===== src/rtl/fp_shift_sequencer_if.sv =====
// Handshake and datapath-control bundle between the FP adder controller and the shift sequencer.
// Master drives requests and mantissa status; slave (the sequencer) drives strobes and results.
interface fp_shift_sequencer_if #(
   parameter int EXP_W   = 8,
   parameter int SHAMT_W = 8
);
   logic               start;
   logic [1:0]         mode;
   logic [SHAMT_W-1:0] shift_amt;
   logic [EXP_W-1:0]   exp_in;
   logic               carry_in;
   logic               mant_msb;
   logic               mant_lsb;
   logic               mant_zero;

   logic               ld_mantice;
   logic               shift_right;
   logic               shift_left;
   logic               serin_from_left;
   logic               busy;
   logic               done;
   logic [EXP_W-1:0]   exp_out;
   logic               exp_flag;
   logic               zero_flag;
   logic               sticky;

   modport master (
      output start, mode, shift_amt, exp_in, carry_in, mant_msb, mant_lsb, mant_zero,
      input  ld_mantice, shift_right, shift_left, serin_from_left, busy, done,
      input  exp_out, exp_flag, zero_flag, sticky
   );

   modport slave (
      input  start, mode, shift_amt, exp_in, carry_in, mant_msb, mant_lsb, mant_zero,
      output ld_mantice, shift_right, shift_left, serin_from_left, busy, done,
      output exp_out, exp_flag, zero_flag, sticky
   );
endinterface


===== src/rtl/fp_shift_sequencer.sv =====
// Control FSM for the FP adder mantissa shift register: align, normalize or carry fix-up.
// Latency: done at 2+min(n,MANT_W) for align; start is ignored (not queued) while busy. STICKY_EN enables sticky tracking.
module fp_shift_sequencer #(
   parameter int MANT_W  = 24,
   parameter int EXP_W   = 8,
   parameter int SHAMT_W = 8
) (
   input logic               clk,
   input logic               rst,
   fp_shift_sequencer_if.slave bus
);
   localparam int CNT_W = $clog2(MANT_W + 1);
   localparam int SUM_W = ((EXP_W > SHAMT_W) ? EXP_W : SHAMT_W) + 1;

   typedef enum logic [2:0] {
      S_IDLE, S_LOAD, S_ALIGN, S_NORM, S_CARRY, S_DONE
   } state_t;

   state_t             state_q;
   logic [1:0]         mode_q;
   logic [SHAMT_W-1:0] amt_q;
   logic [EXP_W-1:0]   exp_in_q;
   logic               carry_q;
   logic [CNT_W-1:0]   cnt_q;
   logic [EXP_W-1:0]   exp_q;
   logic               exp_flag_q;
   logic               zero_q;

   logic [SUM_W-1:0]   sum_d;
   logic               ovf_d;
   logic [EXP_W-1:0]   align_exp_d;
   logic [EXP_W-1:0]   exp_inc_d;
   logic [CNT_W-1:0]   cnt_init_d;

   // The align exponent uses the uncapped shift amount; only the shift count is capped.
   always_comb begin
      sum_d       = SUM_W'(exp_in_q) + SUM_W'(amt_q);
      ovf_d       = |sum_d[SUM_W-1:EXP_W];
      align_exp_d = ovf_d ? '1 : sum_d[EXP_W-1:0];
      exp_inc_d   = (&exp_q) ? exp_q : exp_q + EXP_W'(1);
      cnt_init_d  = (32'(amt_q) > 32'(MANT_W)) ? CNT_W'(MANT_W) : CNT_W'(amt_q);
   end

`ifdef STICKY_EN
   logic sticky_q;
`endif

   always_ff @(posedge clk or posedge rst) begin
      if (rst) begin
         state_q    <= S_IDLE;
         mode_q     <= '0;
         amt_q      <= '0;
         exp_in_q   <= '0;
         carry_q    <= 1'b0;
         cnt_q      <= '0;
         exp_q      <= '0;
         exp_flag_q <= 1'b0;
         zero_q     <= 1'b0;
`ifdef STICKY_EN
         sticky_q   <= 1'b0;
`endif
      end else begin
         case (state_q)
            S_IDLE: begin
               if (bus.start) begin
                  mode_q     <= bus.mode;
                  amt_q      <= bus.shift_amt;
                  exp_in_q   <= bus.exp_in;
                  carry_q    <= bus.carry_in;
                  exp_flag_q <= 1'b0;
                  zero_q     <= 1'b0;
`ifdef STICKY_EN
                  sticky_q   <= 1'b0;
`endif
                  state_q    <= S_LOAD;
               end
            end
            S_LOAD: begin
               exp_q <= exp_in_q;
               cnt_q <= cnt_init_d;
               case (mode_q)
                  2'b00:   state_q <= (amt_q == '0) ? S_DONE : S_ALIGN;
                  2'b01:   state_q <= S_NORM;
                  2'b10:   state_q <= carry_q ? S_CARRY : S_DONE;
                  default: state_q <= S_DONE;
               endcase
            end
            S_ALIGN: begin
               cnt_q <= cnt_q - CNT_W'(1);
`ifdef STICKY_EN
               sticky_q <= sticky_q | bus.mant_lsb;
`endif
               if (cnt_q == CNT_W'(1)) begin
                  exp_q      <= align_exp_d;
                  exp_flag_q <= ovf_d;
                  state_q    <= S_DONE;
               end
            end
            S_NORM: begin
               if (bus.mant_zero) begin
                  zero_q  <= 1'b1;
                  exp_q   <= '0;
                  state_q <= S_DONE;
               end else if (bus.mant_msb) begin
                  state_q <= S_DONE;
               end else if (exp_q == '0) begin
                  exp_flag_q <= 1'b1;
                  state_q    <= S_DONE;
               end else begin
                  exp_q <= exp_q - EXP_W'(1);
               end
            end
            S_CARRY: begin
               exp_q      <= exp_inc_d;
               exp_flag_q <= &exp_inc_d;
               state_q    <= S_DONE;
            end
            S_DONE:  state_q <= S_IDLE;
            default: state_q <= S_IDLE;
         endcase
      end
   end

   // Strobes depend only on the state register and the live mantissa status.
   assign bus.ld_mantice      = (state_q == S_LOAD);
   assign bus.shift_right     = (state_q == S_ALIGN) || (state_q == S_CARRY);
   assign bus.serin_from_left = (state_q == S_CARRY);
   assign bus.shift_left      = (state_q == S_NORM) && !bus.mant_zero && !bus.mant_msb
                                && (exp_q != '0);
   assign bus.busy            = (state_q != S_IDLE);
   assign bus.done            = (state_q == S_DONE);
   assign bus.exp_out         = exp_q;
   assign bus.exp_flag        = exp_flag_q;
   assign bus.zero_flag       = zero_q;

`ifdef STICKY_EN
   assign bus.sticky = sticky_q;
`else
   logic unused_mant_lsb;
   assign unused_mant_lsb = bus.mant_lsb;
   assign bus.sticky      = 1'b0;
`endif
endmodule


===== src/flat_wrapper.sv =====
// flat-port wrapper written by rule: the top's interface ports become plain ports
module fp_shift_sequencer_flat 
#(
   parameter int MANT_W  = 24,
   parameter int EXP_W   = 8,
   parameter int SHAMT_W = 8
)
  (clk, rst, bus_start, bus_mode, bus_shift_amt, bus_exp_in, bus_carry_in, bus_mant_msb, bus_mant_lsb, bus_mant_zero, bus_ld_mantice, bus_shift_right, bus_shift_left, bus_serin_from_left, bus_busy, bus_done, bus_exp_out, bus_exp_flag, bus_zero_flag, bus_sticky);
  fp_shift_sequencer_if #(.EXP_W(EXP_W), .SHAMT_W(SHAMT_W)) bus_i ();
  input logic clk;
  input logic rst;
  input wire logic [$bits(bus_i.start)-1:0] bus_start;
  input wire logic [$bits(bus_i.mode)-1:0] bus_mode;
  input wire logic [$bits(bus_i.shift_amt)-1:0] bus_shift_amt;
  input wire logic [$bits(bus_i.exp_in)-1:0] bus_exp_in;
  input wire logic [$bits(bus_i.carry_in)-1:0] bus_carry_in;
  input wire logic [$bits(bus_i.mant_msb)-1:0] bus_mant_msb;
  input wire logic [$bits(bus_i.mant_lsb)-1:0] bus_mant_lsb;
  input wire logic [$bits(bus_i.mant_zero)-1:0] bus_mant_zero;
  output wire logic [$bits(bus_i.ld_mantice)-1:0] bus_ld_mantice;
  output wire logic [$bits(bus_i.shift_right)-1:0] bus_shift_right;
  output wire logic [$bits(bus_i.shift_left)-1:0] bus_shift_left;
  output wire logic [$bits(bus_i.serin_from_left)-1:0] bus_serin_from_left;
  output wire logic [$bits(bus_i.busy)-1:0] bus_busy;
  output wire logic [$bits(bus_i.done)-1:0] bus_done;
  output wire logic [$bits(bus_i.exp_out)-1:0] bus_exp_out;
  output wire logic [$bits(bus_i.exp_flag)-1:0] bus_exp_flag;
  output wire logic [$bits(bus_i.zero_flag)-1:0] bus_zero_flag;
  output wire logic [$bits(bus_i.sticky)-1:0] bus_sticky;
  assign bus_i.start = bus_start;
  assign bus_i.mode = bus_mode;
  assign bus_i.shift_amt = bus_shift_amt;
  assign bus_i.exp_in = bus_exp_in;
  assign bus_i.carry_in = bus_carry_in;
  assign bus_i.mant_msb = bus_mant_msb;
  assign bus_i.mant_lsb = bus_mant_lsb;
  assign bus_i.mant_zero = bus_mant_zero;
  assign bus_ld_mantice = bus_i.ld_mantice;
  assign bus_shift_right = bus_i.shift_right;
  assign bus_shift_left = bus_i.shift_left;
  assign bus_serin_from_left = bus_i.serin_from_left;
  assign bus_busy = bus_i.busy;
  assign bus_done = bus_i.done;
  assign bus_exp_out = bus_i.exp_out;
  assign bus_exp_flag = bus_i.exp_flag;
  assign bus_zero_flag = bus_i.zero_flag;
  assign bus_sticky = bus_i.sticky;
  fp_shift_sequencer #(.MANT_W(MANT_W), .EXP_W(EXP_W), .SHAMT_W(SHAMT_W)) u_core (.clk(clk), .rst(rst), .bus(bus_i));
endmodule

===== config.mk =====
export PLATFORM = sky130hd
export DESIGN_NAME = fp_shift_sequencer_flat
export DESIGN_NICKNAME = d
export VERILOG_FILES = /design/src/rtl/fp_shift_sequencer_if.sv /design/src/rtl/fp_shift_sequencer.sv /design/src/flat_wrapper.sv
export SDC_FILE = /design/constraint.sdc
export NUM_CORES = 1
export LEC_CHECK = 0
export BUFFER_PORTS_ARGS = -buffer_cell sky130_fd_sc_hd__buf_2
export CAP_MARGIN = 15
export CORE_AREA = 2 2 74 83
export CTS_CLUSTER_DIAMETER = 100
export DETAILED_ROUTE_END_ITERATION = 16
export DIE_AREA = 0 0 76 85
export GPL_TIMING_DRIVEN = 1
export HOLD_SLACK_MARGIN = 0.08
export PLACE_DENSITY = 0.76
export SETUP_SLACK_MARGIN = 0.2
export SLEW_MARGIN = 10
export SYNTH_ARGS = -nofsm -noshare
export SYNTH_HDL_FRONTEND = slang
export SYNTH_SLANG_ARGS = --single-unit

===== constraint.sdc =====
create_clock -name clk -period 2.5 [get_ports clk]
set_input_delay 0.5 -clock clk [delete_from_list [all_inputs] [get_ports clk]]
set_output_delay 0.5 -clock clk [all_outputs]
set_load 0.05 [all_outputs]

==> impl_metrics.ini <==
[synth]
synth_seq_cells = 37
yosys_warnings = 0
synth_nets = 335
synth_top_area_share_pct = 34.1
netlist_top_cells_area = dfrtp_1 34%, mux2_2 8.7%, ha_1 6.0%, nor2_1 3.7%, a21oi_1 3.5%
synth_area_leader_cell = dfrtp_1
ys_types = 63
synth_edf_count = 0
synth_cells = 296
synth_area_per_cell_um2 = 9.18
async_flop_share_pct = 100
syn_area_mm2 = 0.00272
synth.yosys.seq_area_share_pct = 34.1
synth_flop_cell = dfrtp_1

[routing]
wl_per_cell_um = 16.2
drcViolationCount = 0
via_count = 2471
drtIter0Drc = 129
routed_wl_um = 6750
antenna_left = 0
drt_pass1_iterations = 6
avgViaCountPerCell = 5.93

[die]
num_rows = 29
die_h_um = 85
core_mm2 = 0.00562
fp.dieW_um = 76
die_area_mm2 = 0.00646
io_pins = 42
initial_core_util_pct = 48.3

[cts]
htree_levels = 2
cts_sinks = 37
cts.path.max_buffers = 2
cts-root-buf = clkbuf_8
clk_pin_slew_ns = 0.07
insertion_delay_ns = 0.29
cts_tree = done
cts_made_buffers = 5

[cells_and_area]
drive_gt1_share_pct = 31.8
area_delta_synth_final_pct = 15.9
fill_cells = 529
num_antenna_cells = 0
layout_common_cells = 37 x buf_2, 33 x dfrtp_1, 25 x nor2_1, 23 x nand2_1, 21 x mux2_2
stdcell_count = 417
final_net_count = 379
final_common_cell = buf_2

[worst_setup_path]
cp-end-kind = primary output
r2r-start = u_core.exp_in_q[1]
reg2reg_slack_ns = 0.36
cp.required_ns = 2.00
crit_end = bus_shift_left
startpoint = u_core.bus.exp_out[1]
startpoint_type = flop
reg2reg_depth = 7
timing.rr.end = u_core.bus.exp_out[5]
cp.arrival_ns = 1.73
critPathKind = flop to primary output
crit_fanout = 10

[timing]
min_period_ns = 2.23
finalSetupViolations = 0
fin_setup_tns_ns = 0
rsz0062_at_grt = false
finalHoldViolCount = 0
timing.final.crit_share_pct = 89.2
drv_slew = 0
max_freq_ghz = 0.448
skew_ns = 0.0102

[status]
status = finished clean

[grt]
overflow = 0
track_usage_pct = 21.3
grt_pass1_wl_um = 11200
grt_pass1_vias = 2457
antenna_found_initial = 0
grt_start_max_net_pins = 38

[power]
power-per-cell-area_mw_per_mm2 = 1590
leakage_nw = 1.36
vdd_drop_max_mv = 0.712

[placed_design]
io_buffer_count = 39
dp_hpwl_um = 4930
gp_congestion = 0.815
placed_cells = 409

[run]
cap_viol_max_count = 0

[hold_path]
hold_class = input port to async pin
[metal layers]
metal	vias to the layer above	part of all wire, %	global-route usage [%]
li1	1181	-	-
met4	0	2.4	9.92
met3	18	5.1	3.40
met2	92	51	37.9
met1	1180	41	25.4
met5	-	0	0
[sequential cells by signal, summed over array words and instances, names as in the netlist]
signal	cells
u_core.state_q	3
u_core.exp_in_q	8
u_core.cnt_q	5
u_core.carry_q	1
u_core.amt_q	8
u_core.bus.exp_flag	1
u_core.mode_q	2
u_core.bus.exp_out	8
u_core.bus.zero_flag	1
[stage by stage]
step	worst slack (ns)	util, %	power, mW	hold WS (ns)	area (um2)
floorplan	0.259	-	3.74	0.480	2730
CTS	0.170	55.4	4.90	0.331	3120
finish	0.269	56.0	5.00	0.313	3150
global placement	0.176	53.7	4.33	0.498	3020
detailed placement	0.0902	53.7	4.44	0.515	3020
global route	0.194	56.0	5.37	0.371	3150
[cells in the mapped netlist, types with 4 or more instances]
master,number
dfrtp_1,37
nor2_1,27
nand2_1,24
mux2_2,21
a21oi_1,19
o21ai_0,17
ha_1,13
inv_1,9
nand3_1,9
nor3_1,9
buf_2,8
buf_4,7
o211ai_1,7
xnor2_1,7
a211oi_1,5
o22ai_1,5
xor2_1,5
mux2i_1,4
[power by group]
part | leakage [nW] | internal (mW) | switching, mW
Combinational | 0.878 | 1.32 | 1.92
Clock | 0.0443 | 0.219 | 0.209
Sequential | 0.436 | 0.915 | 0.415
Total | 1.36 | 2.45 | 2.55
[layout make-up]
class | instances | area [um2] | share of cell area, %
inverters | 11 | 43.8 | 1.39
flip-flops and latches | 37 | 931 | 29.5
multi-input cells | 230 | 1670 | 53.1
repair buffers | 55 | 320 | 10.2
clock buffers | 7 | 86.3 | 2.74
well taps | 77 | 96.3 | 3.06
[worst max-delay path, stage by stage, from the launching register on]
cell and delay [ns]:
dfrtp_1 0.53, inv_1 0.12, ha_1 0.21, a31o_2 0.25, nor2_4 0.13, buf_4 0.20
[kinds of logic after synthesis]
family,Yosys count,synth area share (%)
mux,26,10.7
buf+inv,29,5.71
fa+ha+maj,14,6.72
compound gates,85,21.1
flops,37,34.1
simple gates,92,17.6
xor+xnor,12,3.87
other cells,1,0.138
[repair_timing]
item / CTS / global route
gates resized for setup: 5 / 10
hold buffers: 0 / 0
setup buffers: 0 / 1
endpoints found under the hold margin: 0 / 0
pin swaps: 0 / 1
endpoints found under the setup margin: 4 / 9
[how the worst min path moves through the flow]
| stage | from | to | slack (ns) | cells past startpoint |
|---|---|---|---|---|
| 2_1_floorplan | u_core.carry_q | u_core.carry_q | 0.48 | 1 |
| 3_3_place_gp | u_core.carry_q | u_core.carry_q | 0.50 | 1 |
| 3_5_place_dp | u_core.carry_q | u_core.carry_q | 0.51 | 1 |
| 4_1_cts | rst | u_core.mode_q[0] | 0.33 | 3 |
| 5_1_grt | rst | u_core.exp_in_q[2] | 0.37 | 3 |
| 6_report | rst | u_core.cnt_q[1] | 0.31 | 3 |
(Power assumes the default switching activity.)
